===== src/rtl/parity_frame_ctrl_if.sv =====
// Signal bundle between the word producer, parity_frame_ctrl and the result consumer.
// The serial strobe lines feed the downstream bit-serial parity checker.
interface parity_frame_ctrl_if #(
    parameter int WIDTH = 8
);
    localparam int OW = $clog2(WIDTH + 1);

    logic             in_valid;
    logic             in_ready;
    logic [WIDTH-1:0] in_data;
    logic             ser_clr;
    logic             ser_en;
    logic             ser_x;
    logic             out_valid;
    logic             out_ready;
    logic             parity_out;
    logic [OW-1:0]    ones_cnt;
    logic             busy;

    modport master (
        output in_valid, in_data, out_ready,
        input  in_ready, ser_clr, ser_en, ser_x, out_valid, parity_out, ones_cnt, busy
    );

    modport slave (
        input  in_valid, in_data, out_ready,
        output in_ready, ser_clr, ser_en, ser_x, out_valid, parity_out, ones_cnt, busy
    );
endinterface


===== src/rtl/parity_frame_ctrl.sv =====
// Frames a parallel word into an LSB-first serial strobe stream and reports its
// parity and ones-count over a valid/ready result handshake. All outputs are registered.
module parity_frame_ctrl #(
    parameter int WIDTH = 8,
    parameter int ODD   = 0
) (
    input  logic               i_clk,
    input  logic               i_rst,
    parity_frame_ctrl_if.slave io_bus
);
    localparam int CW = $clog2(WIDTH);
    localparam int OW = $clog2(WIDTH + 1);
    localparam logic [CW-1:0] LAST_BIT = CW'(WIDTH - 1);
    localparam logic          ODD_BIT  = 1'(ODD);

    typedef enum logic [1:0] {
        ST_IDLE  = 2'd0,
        ST_SHIFT = 2'd1,
        ST_DONE  = 2'd2
    } state_t;

    function automatic logic f_parity_fold(input logic acc, input logic bit_in);
        return acc ^ bit_in;
    endfunction

    state_t           r_state,   w_state_nxt;
    logic [WIDTH-1:0] r_shreg,   w_shreg_nxt;
    logic [CW-1:0]    r_cnt,     w_cnt_nxt;
    logic             r_acc,     w_acc_nxt;
    logic [OW-1:0]    r_ones,    w_ones_nxt;
    logic             r_in_ready,  w_in_ready_nxt;
    logic             r_ser_clr,   w_ser_clr_nxt;
    logic             r_ser_en,    w_ser_en_nxt;
    logic             r_ser_x,     w_ser_x_nxt;
    logic             r_out_valid, w_out_valid_nxt;
    logic             r_parity,    w_parity_nxt;
    logic [OW-1:0]    r_ones_out,  w_ones_out_nxt;
    logic             r_busy,      w_busy_nxt;
    logic             w_acc_fin;
    logic [OW-1:0]    w_ones_fin;

    assign w_acc_fin  = f_parity_fold(r_acc, r_shreg[0]);
    assign w_ones_fin = r_ones + OW'(r_shreg[0]);

    // Next-state and next-output decode; outputs are precomputed so they leave flops.
    always_comb begin
        w_state_nxt     = r_state;
        w_shreg_nxt     = r_shreg;
        w_cnt_nxt       = r_cnt;
        w_acc_nxt       = r_acc;
        w_ones_nxt      = r_ones;
        w_in_ready_nxt  = 1'b0;
        w_ser_clr_nxt   = 1'b0;
        w_ser_en_nxt    = 1'b0;
        w_ser_x_nxt     = 1'b0;
        w_out_valid_nxt = 1'b0;
        w_parity_nxt    = r_parity;
        w_ones_out_nxt  = r_ones_out;
        w_busy_nxt      = 1'b0;
        case (r_state)
            ST_IDLE: begin
                if (io_bus.in_valid && r_in_ready) begin
                    w_state_nxt   = ST_SHIFT;
                    w_shreg_nxt   = io_bus.in_data;
                    w_cnt_nxt     = {CW{1'b0}};
                    w_acc_nxt     = 1'b0;
                    w_ones_nxt    = {OW{1'b0}};
                    w_ser_clr_nxt = 1'b1;
                    w_ser_en_nxt  = 1'b1;
                    w_ser_x_nxt   = io_bus.in_data[0];
                    w_busy_nxt    = 1'b1;
                end else begin
                    w_in_ready_nxt = 1'b1;
                end
            end
            ST_SHIFT: begin
                w_shreg_nxt = {1'b0, r_shreg[WIDTH-1:1]};
                w_cnt_nxt   = r_cnt + CW'(1);
                w_acc_nxt   = w_acc_fin;
                w_ones_nxt  = w_ones_fin;
                w_busy_nxt  = 1'b1;
                // The final fold is taken from the live bit so DONE presents it immediately.
                if (r_cnt == LAST_BIT) begin
                    w_state_nxt     = ST_DONE;
                    w_out_valid_nxt = 1'b1;
                    w_parity_nxt    = w_acc_fin ^ ODD_BIT;
                    w_ones_out_nxt  = w_ones_fin;
                end else begin
                    w_ser_en_nxt = 1'b1;
                    w_ser_x_nxt  = r_shreg[1];
                end
            end
            ST_DONE: begin
                if (io_bus.out_ready) begin
                    w_state_nxt    = ST_IDLE;
                    w_in_ready_nxt = 1'b1;
                end else begin
                    w_out_valid_nxt = 1'b1;
                    w_busy_nxt      = 1'b1;
                end
            end
            default: begin
                w_state_nxt    = ST_IDLE;
                w_in_ready_nxt = 1'b1;
            end
        endcase
    end

    // State, datapath and output registers with synchronous reset.
    always_ff @(posedge i_clk) begin
        if (i_rst) begin
            r_state     <= ST_IDLE;
            r_shreg     <= {WIDTH{1'b0}};
            r_cnt       <= {CW{1'b0}};
            r_acc       <= 1'b0;
            r_ones      <= {OW{1'b0}};
            r_in_ready  <= 1'b1;
            r_ser_clr   <= 1'b0;
            r_ser_en    <= 1'b0;
            r_ser_x     <= 1'b0;
            r_out_valid <= 1'b0;
            r_parity    <= 1'b0;
            r_ones_out  <= {OW{1'b0}};
            r_busy      <= 1'b0;
        end else begin
            r_state     <= w_state_nxt;
            r_shreg     <= w_shreg_nxt;
            r_cnt       <= w_cnt_nxt;
            r_acc       <= w_acc_nxt;
            r_ones      <= w_ones_nxt;
            r_in_ready  <= w_in_ready_nxt;
            r_ser_clr   <= w_ser_clr_nxt;
            r_ser_en    <= w_ser_en_nxt;
            r_ser_x     <= w_ser_x_nxt;
            r_out_valid <= w_out_valid_nxt;
            r_parity    <= w_parity_nxt;
            r_ones_out  <= w_ones_out_nxt;
            r_busy      <= w_busy_nxt;
        end
    end

    assign io_bus.in_ready   = r_in_ready;
    assign io_bus.ser_clr    = r_ser_clr;
    assign io_bus.ser_en     = r_ser_en;
    assign io_bus.ser_x      = r_ser_x;
    assign io_bus.out_valid  = r_out_valid;
    assign io_bus.parity_out = r_parity;
    assign io_bus.ones_cnt   = r_ones_out;
    assign io_bus.busy       = r_busy;
endmodule


===== src/flat_wrapper.sv =====
// flat-port wrapper written by rule: the top's interface ports become plain ports
module parity_frame_ctrl_flat 
#(
    parameter int WIDTH = 8,
    parameter int ODD   = 0
)
  (i_clk, i_rst, io_bus_in_valid, io_bus_in_data, io_bus_out_ready, io_bus_in_ready, io_bus_ser_clr, io_bus_ser_en, io_bus_ser_x, io_bus_out_valid, io_bus_parity_out, io_bus_ones_cnt, io_bus_busy);
  parity_frame_ctrl_if #(.WIDTH(WIDTH)) io_bus_i ();
  input  logic i_clk;
  input  logic i_rst;
  input wire logic [$bits(io_bus_i.in_valid)-1:0] io_bus_in_valid;
  input wire logic [$bits(io_bus_i.in_data)-1:0] io_bus_in_data;
  input wire logic [$bits(io_bus_i.out_ready)-1:0] io_bus_out_ready;
  output wire logic [$bits(io_bus_i.in_ready)-1:0] io_bus_in_ready;
  output wire logic [$bits(io_bus_i.ser_clr)-1:0] io_bus_ser_clr;
  output wire logic [$bits(io_bus_i.ser_en)-1:0] io_bus_ser_en;
  output wire logic [$bits(io_bus_i.ser_x)-1:0] io_bus_ser_x;
  output wire logic [$bits(io_bus_i.out_valid)-1:0] io_bus_out_valid;
  output wire logic [$bits(io_bus_i.parity_out)-1:0] io_bus_parity_out;
  output wire logic [$bits(io_bus_i.ones_cnt)-1:0] io_bus_ones_cnt;
  output wire logic [$bits(io_bus_i.busy)-1:0] io_bus_busy;
  assign io_bus_i.in_valid = io_bus_in_valid;
  assign io_bus_i.in_data = io_bus_in_data;
  assign io_bus_i.out_ready = io_bus_out_ready;
  assign io_bus_in_ready = io_bus_i.in_ready;
  assign io_bus_ser_clr = io_bus_i.ser_clr;
  assign io_bus_ser_en = io_bus_i.ser_en;
  assign io_bus_ser_x = io_bus_i.ser_x;
  assign io_bus_out_valid = io_bus_i.out_valid;
  assign io_bus_parity_out = io_bus_i.parity_out;
  assign io_bus_ones_cnt = io_bus_i.ones_cnt;
  assign io_bus_busy = io_bus_i.busy;
  parity_frame_ctrl #(.WIDTH(WIDTH), .ODD(ODD)) u_core (.i_clk(i_clk), .i_rst(i_rst), .io_bus(io_bus_i));
endmodule

===== config.mk =====
export PLATFORM = sky130hd
export DESIGN_NAME = parity_frame_ctrl_flat
export DESIGN_NICKNAME = d
export VERILOG_FILES = /design/src/rtl/parity_frame_ctrl_if.sv /design/src/rtl/parity_frame_ctrl.sv /design/src/flat_wrapper.sv
export SDC_FILE = /design/constraint.sdc
export NUM_CORES = 1
export LEC_CHECK = 0
export CORE_AREA = 5 5 60 62
export DETAILED_ROUTE_END_ITERATION = 8
export DIE_AREA = 0 0 65 67
export PLACE_DENSITY = 0.73
export SYNTH_ARGS = -nofsm -noshare
export SYNTH_HDL_FRONTEND = slang
export SYNTH_SLANG_ARGS = --single-unit
export TNS_END_PERCENT = 30

===== constraint.sdc =====
create_clock -name i_clk -period 1.8 [get_ports i_clk]
set_input_delay 0.36 -clock i_clk [delete_from_list [all_inputs] [get_ports i_clk]]
set_output_delay 0.36 -clock i_clk [all_outputs]
set_load 0.02 [all_outputs]

==> impl_results.md <==
- Synthesized instance count: 140
- Routed Antenna Nets: 0
- Worst Setup End Kind: flop
- Antenna diodes: 0
- Wirelength per Cell: 14.6 µm
- Syn avg cell area: 10.2 µm²
- Core Area: 0.00298 mm²
- Num CTS Buffers: 5
- FF+latch count, synth: 29
- Net count after synthesis: 160
- Clock transition at the registers of the reported paths: 0.09 ns
- Pre-Repair DR Iteration Count: 6
- # DRC: 0
- Setup CP Type: reg2reg
- Via Count: 1092
- Largest family of logic cells by synthesized area: compound AO/OA/AOI/OAI gates
- Initial drt markers: 41
- Post-synth EDFFs: 0
- Fin. Hold Viols: 0
- Cell Area, Synth: 0.00143 mm²
- CTS resizes: 0
- GRT Residual Overflow: 0
- Status: finished, final reports clean
- Initial Utilization: 0.481
- Clk sink count: 29
- H-tree depth: 2
- DIE AREA: 0.00436 mm²
- CTS max path bufs: 2
- Drt via density: 5.60
- Tightest Pin Transition: 0.460 ns
- R2R depth: 5
- Gr usage total: 0.147
- Post-CTS Setup Bufs: 0
- XOR/XNOR Fraction of Synth Area: 0.0184
- FMAX: 0.604 GHz
- Detailed-placement wirelength estimate: 2.03 mm
- Simple-gate portion of the synthesized area: 0.195
- First-pass GRT wire length: 4.79 mm
- RePlAce Congestion: 0.790
- Sequential area share after synthesis: 0.406
- Synth-to-Final Area Change: 20.2%
- Post-layout min period: 1.66 ns
- VDD IR max: 0.555 mV
- Final Cycle Share: 0.920
- Slowest library cell on the worst path: nand2b_1
- Worst path cell trace: inv_1 > ha_1 > nand2b_1 > nand2_8 > a311oi_2
- Async S/R FF share, synth: 0
- Die W: 65 µm
- Max transition margin: 0.693
- Compound-gate portion of the synthesized area: 0.216
- Post-Synth Adder-Cell Area: 0.0699
- Power Dens Cells: 819 mW/mm²
- Multiplexer share of the synthesized area: 0.0420
- Worst hold stages: 2
- Setup WS pre-CTS: 0.0749 ns
- Setup TNS: 0 ns
- Fin nets: 182
- Data arrival, critical path: 1.90 ns
- Top-Level Pins: 23
- Largest net degree at the start of global routing: 31
- Max_cap viols: 0
- Cell with the most instances after synthesis: dfxtp_1
- Floorplan row count: 20
- Distinct cells, synth: 34
- Post-synth top area cell: dfxtp_1
- Leakage: 0.601 nW
- Endpoints failing setup: 0
- Nature of the critical path startpoint: flop
- Port Buf Inserts: 22
- CTS tree: yes
- Final worst setup slack: 0.144 ns
- Top FF cell, synth: dfxtp_1
- Worst clock skew: 0.00902 ns
- Hold_buf cts: 0
- Hold WC Path Type: reg2reg
- Number of max-slew violations in the final report: 0
- Critical path required time: 2.04 ns
- Final Total Pwr: 1.41 mW
- Synth area leaders: dfxtp_1 (41%), ha_1 (7.0%), a211oi_2 (5.2%)
- Crit Path Max Fanout: 10
- Layout cells sized above 1: 0.160
- Die height: 67 µm
- Vias in the first global route: 1088
- RSZ-0062 raised after global routing: no
- Fillers: 251
- Synth warn: 0
- Top-area cell type share of the netlist area: 0.406
- Commonest cells post-synth: dfxtp_1 (29), nand3_1 (11), a21oi_1 (10)
- Initial antenna violation count: 0
- Slowest cell delay on critical path: 0.40 ns
- Clk_lat worst skew: 0.33 ns
- DRT Wirelength: 2.84 mm
- Clock root cell: clkbuf_4
-- cells by family (layout without fill, tap and decap cells) --
logic type	Yosys count	count (layout)
buffers and inverters	13	35
AOI/OAI and AO/OA	32	32
and+or+nand+nor	49	49
adders and majority gates	8	8
xor gates and xnor gates	3	3
muxes	6	6
DFF	29	29
-- power breakdown --
group	switching, mW	internal [mW]
combinational	0.166	0.135
clock	0.218	0.184
sequential	0.0267	0.680
total	0.410	1.00
-- layout by cell type, fill, tap and decap left out, types with 2 or more instances in the layout --
cell and n:
nand3_1 11, nor2_1 5, nor3_1 7, nand3_2 2, buf_4 2, nand2b_1 8
nor2b_1 2, mux2i_1 6, clkdlybuf4s50_1 21, inv_1 3, a311oi_2 3, ha_1 8
xnor2_1 2, a211oi_1 5, a21oi_1 10, nand2_1 8, a211oi_2 6, nand3b_1 2
clkbuf_4 5, dfxtp_1 29
-- final timing paths --
check	startpoint	end	slack (ns)
worst max-delay path	u_core.r_state[1]	u_core.r_acc	0.14
worst min register to register	u_core.io_bus.ones_cnt[1]	u_core.io_bus.ones_cnt[1]	0.47
worst max register to register	u_core.r_state[1]	u_core.r_acc	0.14
worst min-delay path	u_core.io_bus.ones_cnt[1]	u_core.io_bus.ones_cnt[1]	0.47
-- per-stage QoR --
step           hold WS [ns]  cell area, µm²  std cells   util
2_1_floorplan         0.447            1430        140      -
3_3_place_gp          0.448            1660        188  0.558
3_5_place_dp          0.452            1660        188  0.558
4_1_cts               0.472            1720        195  0.577
5_1_grt               0.496            1720        195  0.578
6_report              0.466            1720        195  0.578
-- final cells by class --
type	count	area, µm²	share of cell area
Tap cell	33	41.3	0.0240
Timing Repair Buffer	25	258	0.150
Inverter	3	11.3	0.00655
Clock buffer	7	55.1	0.0320
Multi-Input combinational cell	98	774	0.450
Sequential cell	29	581	0.337
-- worst max-delay path: cells and delay by family, from the launching register on --
| kind | cells | cell delay, ns |
|---|---|---|
| compound gates | 1 | 0.28 |
| flops | 1 | 0.33 |
| fa+ha+maj | 1 | 0.30 |
| buf+inv | 1 | 0.11 |
| simple gates | 2 | 0.55 |
-- flip-flops by register name, summed over array words and instances (netlist names) --
name	count
u_core.io_bus.busy	1
u_core.io_bus.in_ready	1
u_core.io_bus.ones_cnt	4
u_core.io_bus.out_valid	1
u_core.io_bus.parity_out	1
u_core.io_bus.ser_clr	1
u_core.io_bus.ser_en	1
u_core.io_bus.ser_x	1
u_core.r_acc	1
u_core.r_cnt	3
u_core.r_ones	4
u_core.r_shreg	8
u_core.r_state	2
-- metal layers --
| metal | global-route usage | part of all wire | vias to the layer above | routed length (µm) |
|---|---|---|---|---|
| met5 | 0 | 0 | - | 0 |
| met4 | 0.0923 | 0.018 | 0 | 51 |
| met3 | 0.0455 | 0.065 | 5 | 185 |
| met2 | 0.235 | 0.47 | 30 | 1320 |
| met1 | 0.169 | 0.45 | 505 | 1280 |
| li1 | - | - | 552 | - |
No activity file was read; power rests on OpenSTA's default activity.
